<file path="config.mk">
export PLATFORM = sky130hd
export DESIGN_NAME = mips_exec_unit
export DESIGN_NICKNAME = d
export VERILOG_FILES = /design/src/rtl/mips_exec_unit.sv
export SDC_FILE = /design/constraint.sdc
export NUM_CORES = 1
export LEC_CHECK = 0
export CAP_MARGIN = 10
export CELL_PAD_IN_SITES_DETAIL_PLACEMENT = 1
export CELL_PAD_IN_SITES_GLOBAL_PLACEMENT = 1
export CORE_AREA = 10 10 170 172
export DETAILED_ROUTE_END_ITERATION = 8
export DIE_AREA = 0 0 180 182
export HOLD_SLACK_MARGIN = 0.12
export MAX_ROUTING_LAYER = met4
export PLACE_DENSITY_LB_ADDON = 0.1
export RECOVER_POWER = 25
export SKIP_CTS_REPAIR_TIMING = 1
export SLEW_MARGIN = 40
export SYNTH_ARGS = -nofsm -noshare
export SYNTH_HDL_FRONTEND = slang
export SYNTH_SLANG_ARGS = --single-unit
</file>
<file path="constraint.sdc">
create_clock -name clock -period 6.53 [get_ports clock]
set_input_delay 0.9795 -clock clock [delete_from_list [all_inputs] [get_ports clock]]
set_output_delay 0.9795 -clock clock [all_outputs]
set_load 0.005 [all_outputs]
</file>
<file path="src/rtl/mips_exec_unit.sv">
// mips_exec_unit: execute-stage slice of a single-cycle 32-bit MIPS
// datapath: ALU-control decode, 32-bit ALU with carry/zero, J/JAL target.
//
// Ports:
//   clock, reset_n    : system clock, async active-low reset
//   alu_op, funct     : main-control ALU class and instruction[5:0]
//   a, b, carry_in    : ALU operands and carry into ADD
//   pc_upper          : PC[31:28]
//   instr_index       : instruction[25:0]
//   in_valid          : qualifies capture into the output registers
//   alu_ctrl, result,
//   zero, carry_out,
//   jump_target       : combinational results
//   result_q, zero_q,
//   carry_q, jump_q,
//   valid_q           : registered copies, 1-cycle latency
module mips_exec_unit #(
    parameter bit WORD_ADDR = 1'b1
) (
    input  logic        clock,
    input  logic        reset_n,
    input  logic [1:0]  alu_op,
    input  logic [5:0]  funct,
    input  logic [31:0] a,
    input  logic [31:0] b,
    input  logic        carry_in,
    input  logic [3:0]  pc_upper,
    input  logic [25:0] instr_index,
    input  logic        in_valid,
    output logic [2:0]  alu_ctrl,
    output logic [31:0] result,
    output logic        zero,
    output logic        carry_out,
    output logic [31:0] jump_target,
    output logic [31:0] result_q,
    output logic        zero_q,
    output logic        carry_q,
    output logic [31:0] jump_q,
    output logic        valid_q
);

    localparam logic [2:0] OP_AND  = 3'b000;
    localparam logic [2:0] OP_OR   = 3'b001;
    localparam logic [2:0] OP_ADD  = 3'b010;
    localparam logic [2:0] OP_XOR  = 3'b011;
    localparam logic [2:0] OP_NOR  = 3'b100;
    localparam logic [2:0] OP_SLTU = 3'b101;
    localparam logic [2:0] OP_SUB  = 3'b110;
    localparam logic [2:0] OP_SLT  = 3'b111;

    // ALU-control decode; unlisted funct codes (including jr) fall to ADD.
    always_comb begin
        alu_ctrl = OP_ADD;
        unique case (alu_op)
            2'b00: alu_ctrl = OP_ADD;
            2'b01: alu_ctrl = OP_SUB;
            2'b11: alu_ctrl = OP_OR;
            2'b10: begin
                case (funct)
                    6'b100000,
                    6'b100001: alu_ctrl = OP_ADD;
                    6'b100010,
                    6'b100011: alu_ctrl = OP_SUB;
                    6'b100100: alu_ctrl = OP_AND;
                    6'b100101: alu_ctrl = OP_OR;
                    6'b100110: alu_ctrl = OP_XOR;
                    6'b100111: alu_ctrl = OP_NOR;
                    6'b101010: alu_ctrl = OP_SLT;
                    6'b101011: alu_ctrl = OP_SLTU;
                    default:   alu_ctrl = OP_ADD;
                endcase
            end
            default: alu_ctrl = OP_ADD;
        endcase
    end

    logic [32:0] sum;

    always_comb begin
        sum       = 33'h0;
        result    = 32'h0;
        carry_out = 1'b0;
        unique case (alu_ctrl)
            OP_AND: result = a & b;
            OP_OR:  result = a | b;
            OP_XOR: result = a ^ b;
            OP_NOR: result = ~(a | b);
            OP_ADD: begin
                sum       = {1'b0, a} + {1'b0, b} + {32'h0, carry_in};
                result    = sum[31:0];
                carry_out = sum[32];
            end
            // Carry out of a + ~b + 1 is the "no borrow" indication.
            OP_SUB: begin
                sum       = {1'b0, a} + {1'b0, ~b} + 33'd1;
                result    = sum[31:0];
                carry_out = sum[32];
            end
            OP_SLT:  result = {31'h0, $signed(a) < $signed(b)};
            OP_SLTU: result = {31'h0, a < b};
            default: result = 32'h0;
        endcase
    end

    assign zero = (result == 32'h0);

    generate
        if (WORD_ADDR) begin : g_word
            assign jump_target = {pc_upper, 2'b00, instr_index};
        end else begin : g_byte
            assign jump_target = {pc_upper, instr_index, 2'b00};
        end
    endgenerate

    logic [31:0] result_d;
    logic        zero_d;
    logic        carry_d;
    logic [31:0] jump_d;
    logic        valid_d;

    always_comb begin
        valid_d  = in_valid;
        result_d = result_q;
        zero_d   = zero_q;
        carry_d  = carry_q;
        jump_d   = jump_q;
        if (in_valid) begin
            result_d = result;
            zero_d   = zero;
            carry_d  = carry_out;
            jump_d   = jump_target;
        end
    end

    always_ff @(posedge clock or negedge reset_n) begin
        if (!reset_n) begin
            result_q <= 32'h0;
            zero_q   <= 1'b0;
            carry_q  <= 1'b0;
            jump_q   <= 32'h0;
            valid_q  <= 1'b0;
        end else begin
            result_q <= result_d;
            zero_q   <= zero_d;
            carry_q  <= carry_d;
            jump_q   <= jump_d;
            valid_q  <= valid_d;
        end
    end

endmodule

</file>
After elaboration in Yosys (flattened, before gate mapping)
Cells that the tools add are included.
- bits in registers: 65
- output and inout port bits: 136
- bits of input ports: 106
- reductions and logical operators: 4
- bitwise operators: 5
- multiplexer cells: 4
- $add $sub $neg: 4
- eq/ne operators: 18
- order comparisons: 2
- operator list (kind ; number):
    $pmux 32 s8 ; 1
    $add 32x32->33 ; 2
    $lt 32x32->1 ; 2
    $not 32->32 ; 2
    $eq 6x6->1 const B ; 8
    $add 33x1->33 ; 1
    $add 33x1->33 const B ; 1
    $and 32x32->32 ; 1
    $logic_not 32->1 ; 1
    $or 32x32->32 ; 1
    $xor 32x32->32 ; 1
    $pmux 3 s7 ; 1
    $eq 3x3->1 const B ; 4
    $pmux 3 s4 ; 1
    $eq 3x2->1 const B ; 2
    $eq 2x2->1 const B ; 2
    $eq 3x1->1 const B ; 1
    $logic_not 3->1 ; 1
    $eq 2x1->1 const B ; 1
    $logic_not 2->1 ; 1
    $pmux 1 s2 ; 1
    $reduce_or 2->1 ; 1

Logic depth before layout (Yosys ltp)
- word-level depth: 7
- gate-level depth with buffers: 15
- mapped depth without buffers: 14

Least setup slack after synthesis
Ideal clock, no wire load.
- path kind: input to output
- start: input port a[0]
- end: output port zero
- data arrival time: 4.388 ns
- data required time: 5.550 ns
- path buffers: 0
- slack: 1.163 ns
- cell stages on the path: 13
- cells stage by stage: fa_1 fa_1 a21o_1 a311o_1 a31oi_4 nor3_1 nor2_1 a31oi_1 or4_1 a2111o_1 nor4b_1 o2111ai_1 nor3_1
- cells in the longest elaborated chain, start to end: 4
- RTL lines (element ; RTL line ; RTL):
    from (decl) ; 24 ; input logic [31:0] a,
    $add 32x32->33 (on tied branches) ; 95, 89 ;
    $add 33x1->33 (on tied branches) ; 95, 89 ;
    $pmux 32 s8 * ; 83 ; unique case (alu_ctrl)
    net result[12] ; 31 ; output logic [31:0] result,
    $logic_not 32->1 * ; 105 ; assign zero = (result == 32'h0);
    to (decl) ; 32 ; output logic zero,
The timed path passes the listed nets; every way through them passes the cells marked *.

Worst setup path after layout
- start: input port a[0]
- end: output port zero
- cells in the longest elaborated chain, start to end: 4
- RTL lines (element ; RTL line ; RTL):
    $add 32x32->33, or another cell as far along ; 95 ; sum = {1'b0, a} + {1'b0, ~b} + 33'd1;
    $add 33x1->33, or another cell as far along ; 95 ;
    $pmux 32 s8 * ; 83 ;
    $logic_not 32->1 * ; 105 ;
Every way passes the cells marked *; elsewhere a longest branch is shown, timed or not.

==> flow_summary.json <==
{
  "status": "complete, but fails checks",
  "violations": "capacitance limit, slew limit",
  "max_slew_margin": -1.52,
  "synth.avg_cell_area_um2": 7.72,
  "p_leak_nw": 5.66,
  "path_max_fanout": 4,
  "hold_violations": 0,
  "endpoint_kind": "primary output",
  "final_area_um2": 12800,
  "rows": 59,
  "die_w_um": 180,
  "dr.pass1.iters": 5,
  "clock_path_buffers": 2,
  "holdPathStages": 2,
  "p_per_area_nw_per_um2": 182,
  "clockRootBuffer": "clkbuf_16",
  "yosys-top-cells-area": "dfrtp_1 (18%), ha_1 (14%), mux2_2 (6.8%), a21oi_1 (5.9%), nor2_1 (5.5%)",
  "cpMaxStageDelayCell": "or4_1",
  "ios": 242,
  "final_max_slew_viol_count": 102,
  "htree_levels": 3,
  "grt_pass1_wl_mm": 68.5,
  "yosysSeqAreaShare": 0.185,
  "path_class": "in -> out",
  "synth_most_common_cell": "nor2_1",
  "synth_edf_count": 0,
  "critPathArrivalTime_ps": 5390,
  "hold_class": "reg -> reg",
  "tritoncts": "built",
  "initial_core_util": 0.344,
  "syn_to_final_growth_pct": 45.6,
  "skew_ps": 0,
  "grt_pass1_vias": 11100,
  "period_needed_ps": 6370,
  "die_h_um": 182,
  "synth_top_cell_area_share": 0.185,
  "ir_worst_vdd_v": 0.000159,
  "numCtsBuffers": 9,
  "gp_congestion": 0.968,
  "async_flop_share": 1.00,
  "ys_warn_count": 0,
  "wl_per_cell_um": 25.0,
  "drtIter0Drc": 671,
  "max_cap_viol_count": 2,
  "yosysTopAreaCell": "dfrtp_1",
  "tightestPinTransition_ps": 3780,
  "cp-start-kind": "primary input",
  "antenna_found_initial": 2,
  "synth_area_um2": 8800,
  "placed_cell_area_um2": 12500,
  "rsz0062_at_grt": "yes",
  "synth_cells": 1140,
  "grt_max_degree": 66,
  "min_period_over_period": 0.976,
  "max_freq_mhz": 157,
  "wl_mm": 45.6,
  "synth_flop_cell": "dfrtp_1",
  "ant_nets": 0,
  "drt-vias-per-instance": 5.69,
  "grt_use_total": 0.274,
  "dr_total_vias": 10400,
  "holdWs_ps": 495,
  "io_buffers": 237,
  "max_stage_delay_ps": 500,
  "overflow": 0,
  "synth.distinct_cells": 95,
  "dieArea_um2": 32800,
  "clk_pin_slew_ps": 60,
  "drive_above_1_share": 0.202,
  "fin_setup_tns_ps": 0,
  "hpwl_mm": 37.2,
  "route.detailed.drc": 0,
  "path_cells": "clkdlybuf4s50_1 > fa_1 > fa_1 > a21o_1 > a311o_2 > a31oi_4 > nor3_1 > nor2_1 > a31oi_1 > or4_1 > a2111o_1 > nor4b_2 > buf_4 > o2111ai_1 > nor3_1 > dlymetal6s2s_1",
  "clock_latency_ps": 340,
  "clkSinkCount": 65,
  "worst-r2r-cell-count": 1,
  "required_ps": 5550,
  "nNetsFinal": 1693,
  "synth_commonest_cells": "nor2_1 (130), a21oi_1 (103), inv_1 (99)",
  "core_region_area_um2": 25600,
  "ys_ff_latch": 65,
  "setup_viol": 0
}
## final cells by class
class / instances / area [um^2]
Multi-Input combinational cell: 874 / 6240
Antenna cell: 2 / 5.00
Sequential cell: 65 / 1630
Inverter: 104 / 394
Timing Repair Buffer: 432 / 3860
Clock inverter: 7 / 46.3
Tap cell: 335 / 419
Clock buffer: 9 / 225
Fill cell: 3158 / 12800
## registers in the layout, indices dropped and copies added, names as in the netlist
name      cells
result_q     32
jump_q       30
carry_q       1
valid_q       1
zero_q        1
## stage by stage
stage	util	power (mW)	setup slack (ps)	std cells
after floorplan	-	1.08	1160	1143
after global placement	0.488	1.84	-320	1810
after detailed placement	0.488	1.86	-357	1810
after CTS	0.499	2.34	-396	1826
after global routing	0.500	2.46	-18.0	1828
final	0.500	2.33	158	1828
## worst paths after layout
path                       startpoint     endpoint  slack [ps]
min reg2reg                    zero_q       zero_q         500
max in group asynchronous     reset_n  result_q[1]        2350
max reg2reg                jump_q[13]   jump_q[13]        5710
min in group asynchronous     reset_n   jump_q[23]        2040
min                            zero_q       zero_q         500
max                              a[0]         zero         160
## logic make-up (layout without fill, tap and decap cells)
logic type / Yosys count / count (layout) / synth area share
mux: 60 / 60 / 0.0758
simple gates: 337 / 337 / 0.191
flops: 65 / 65 / 0.185
fa+ha+maj: 101 / 101 / 0.146
buf+inv: 204 / 552 / 0.112
other cells: 1 / 6 / 0.000426
xor+xnor: 13 / 13 / 0.0129
compound gates: 359 / 359 / 0.277
## metal layers
| metal | vias to the layer above | global-route usage | wire, um | share of wire |
|---|---|---|---|---|
| met5 | - | - | 0 | 0 |
| met4 | 0 | 0.0777 | 1110 | 0.024 |
| met3 | 58 | 0.0732 | 3920 | 0.086 |
| met2 | 408 | 0.438 | 21300 | 0.47 |
| met1 | 5126 | 0.333 | 19300 | 0.42 |
| li1 | 4802 | - | - | - |
## cell usage in the layout (no fill, tap or decap), types with 12 or more instances in the layout
master,synthesis,routed
clkdlybuf4s50_1,0,234
buf_4,39,191
nor2_1,130,130
a21oi_1,103,103
inv_1,99,99
ha_1,98,97
o21ai_0,65,65
dfrtp_1,65,65
mux2_2,53,53
nand2_1,46,46
nor3_1,37,37
nand3_1,24,24
nor4_1,22,22
a211oi_1,21,21
or3_1,14,14
a21o_1,13,13
o21a_1,13,13
nand4_1,13,13
o22ai_1,12,12
a31oi_1,12,12
xnor2_1,12,12
## worst max-delay path, delay by kind of cell
kind,cells,cell delay (ps)
AND/OR/NAND/NOR,5,1160
adder cells (fa/ha/maj),2,920
AO/OA/AOI/OAI,6,1540
buffers and inverters,3,800
## power breakdown
group	leakage [nW]	internal, mW	switching, mW	total (mW)
logic	4.78	0.670	0.695	1.37
registers	0.758	0.472	0.0385	0.510
clock network	0.128	0.256	0.197	0.453
total	5.66	1.40	0.930	2.33
No activity file was read; power rests on OpenSTA's default activity.
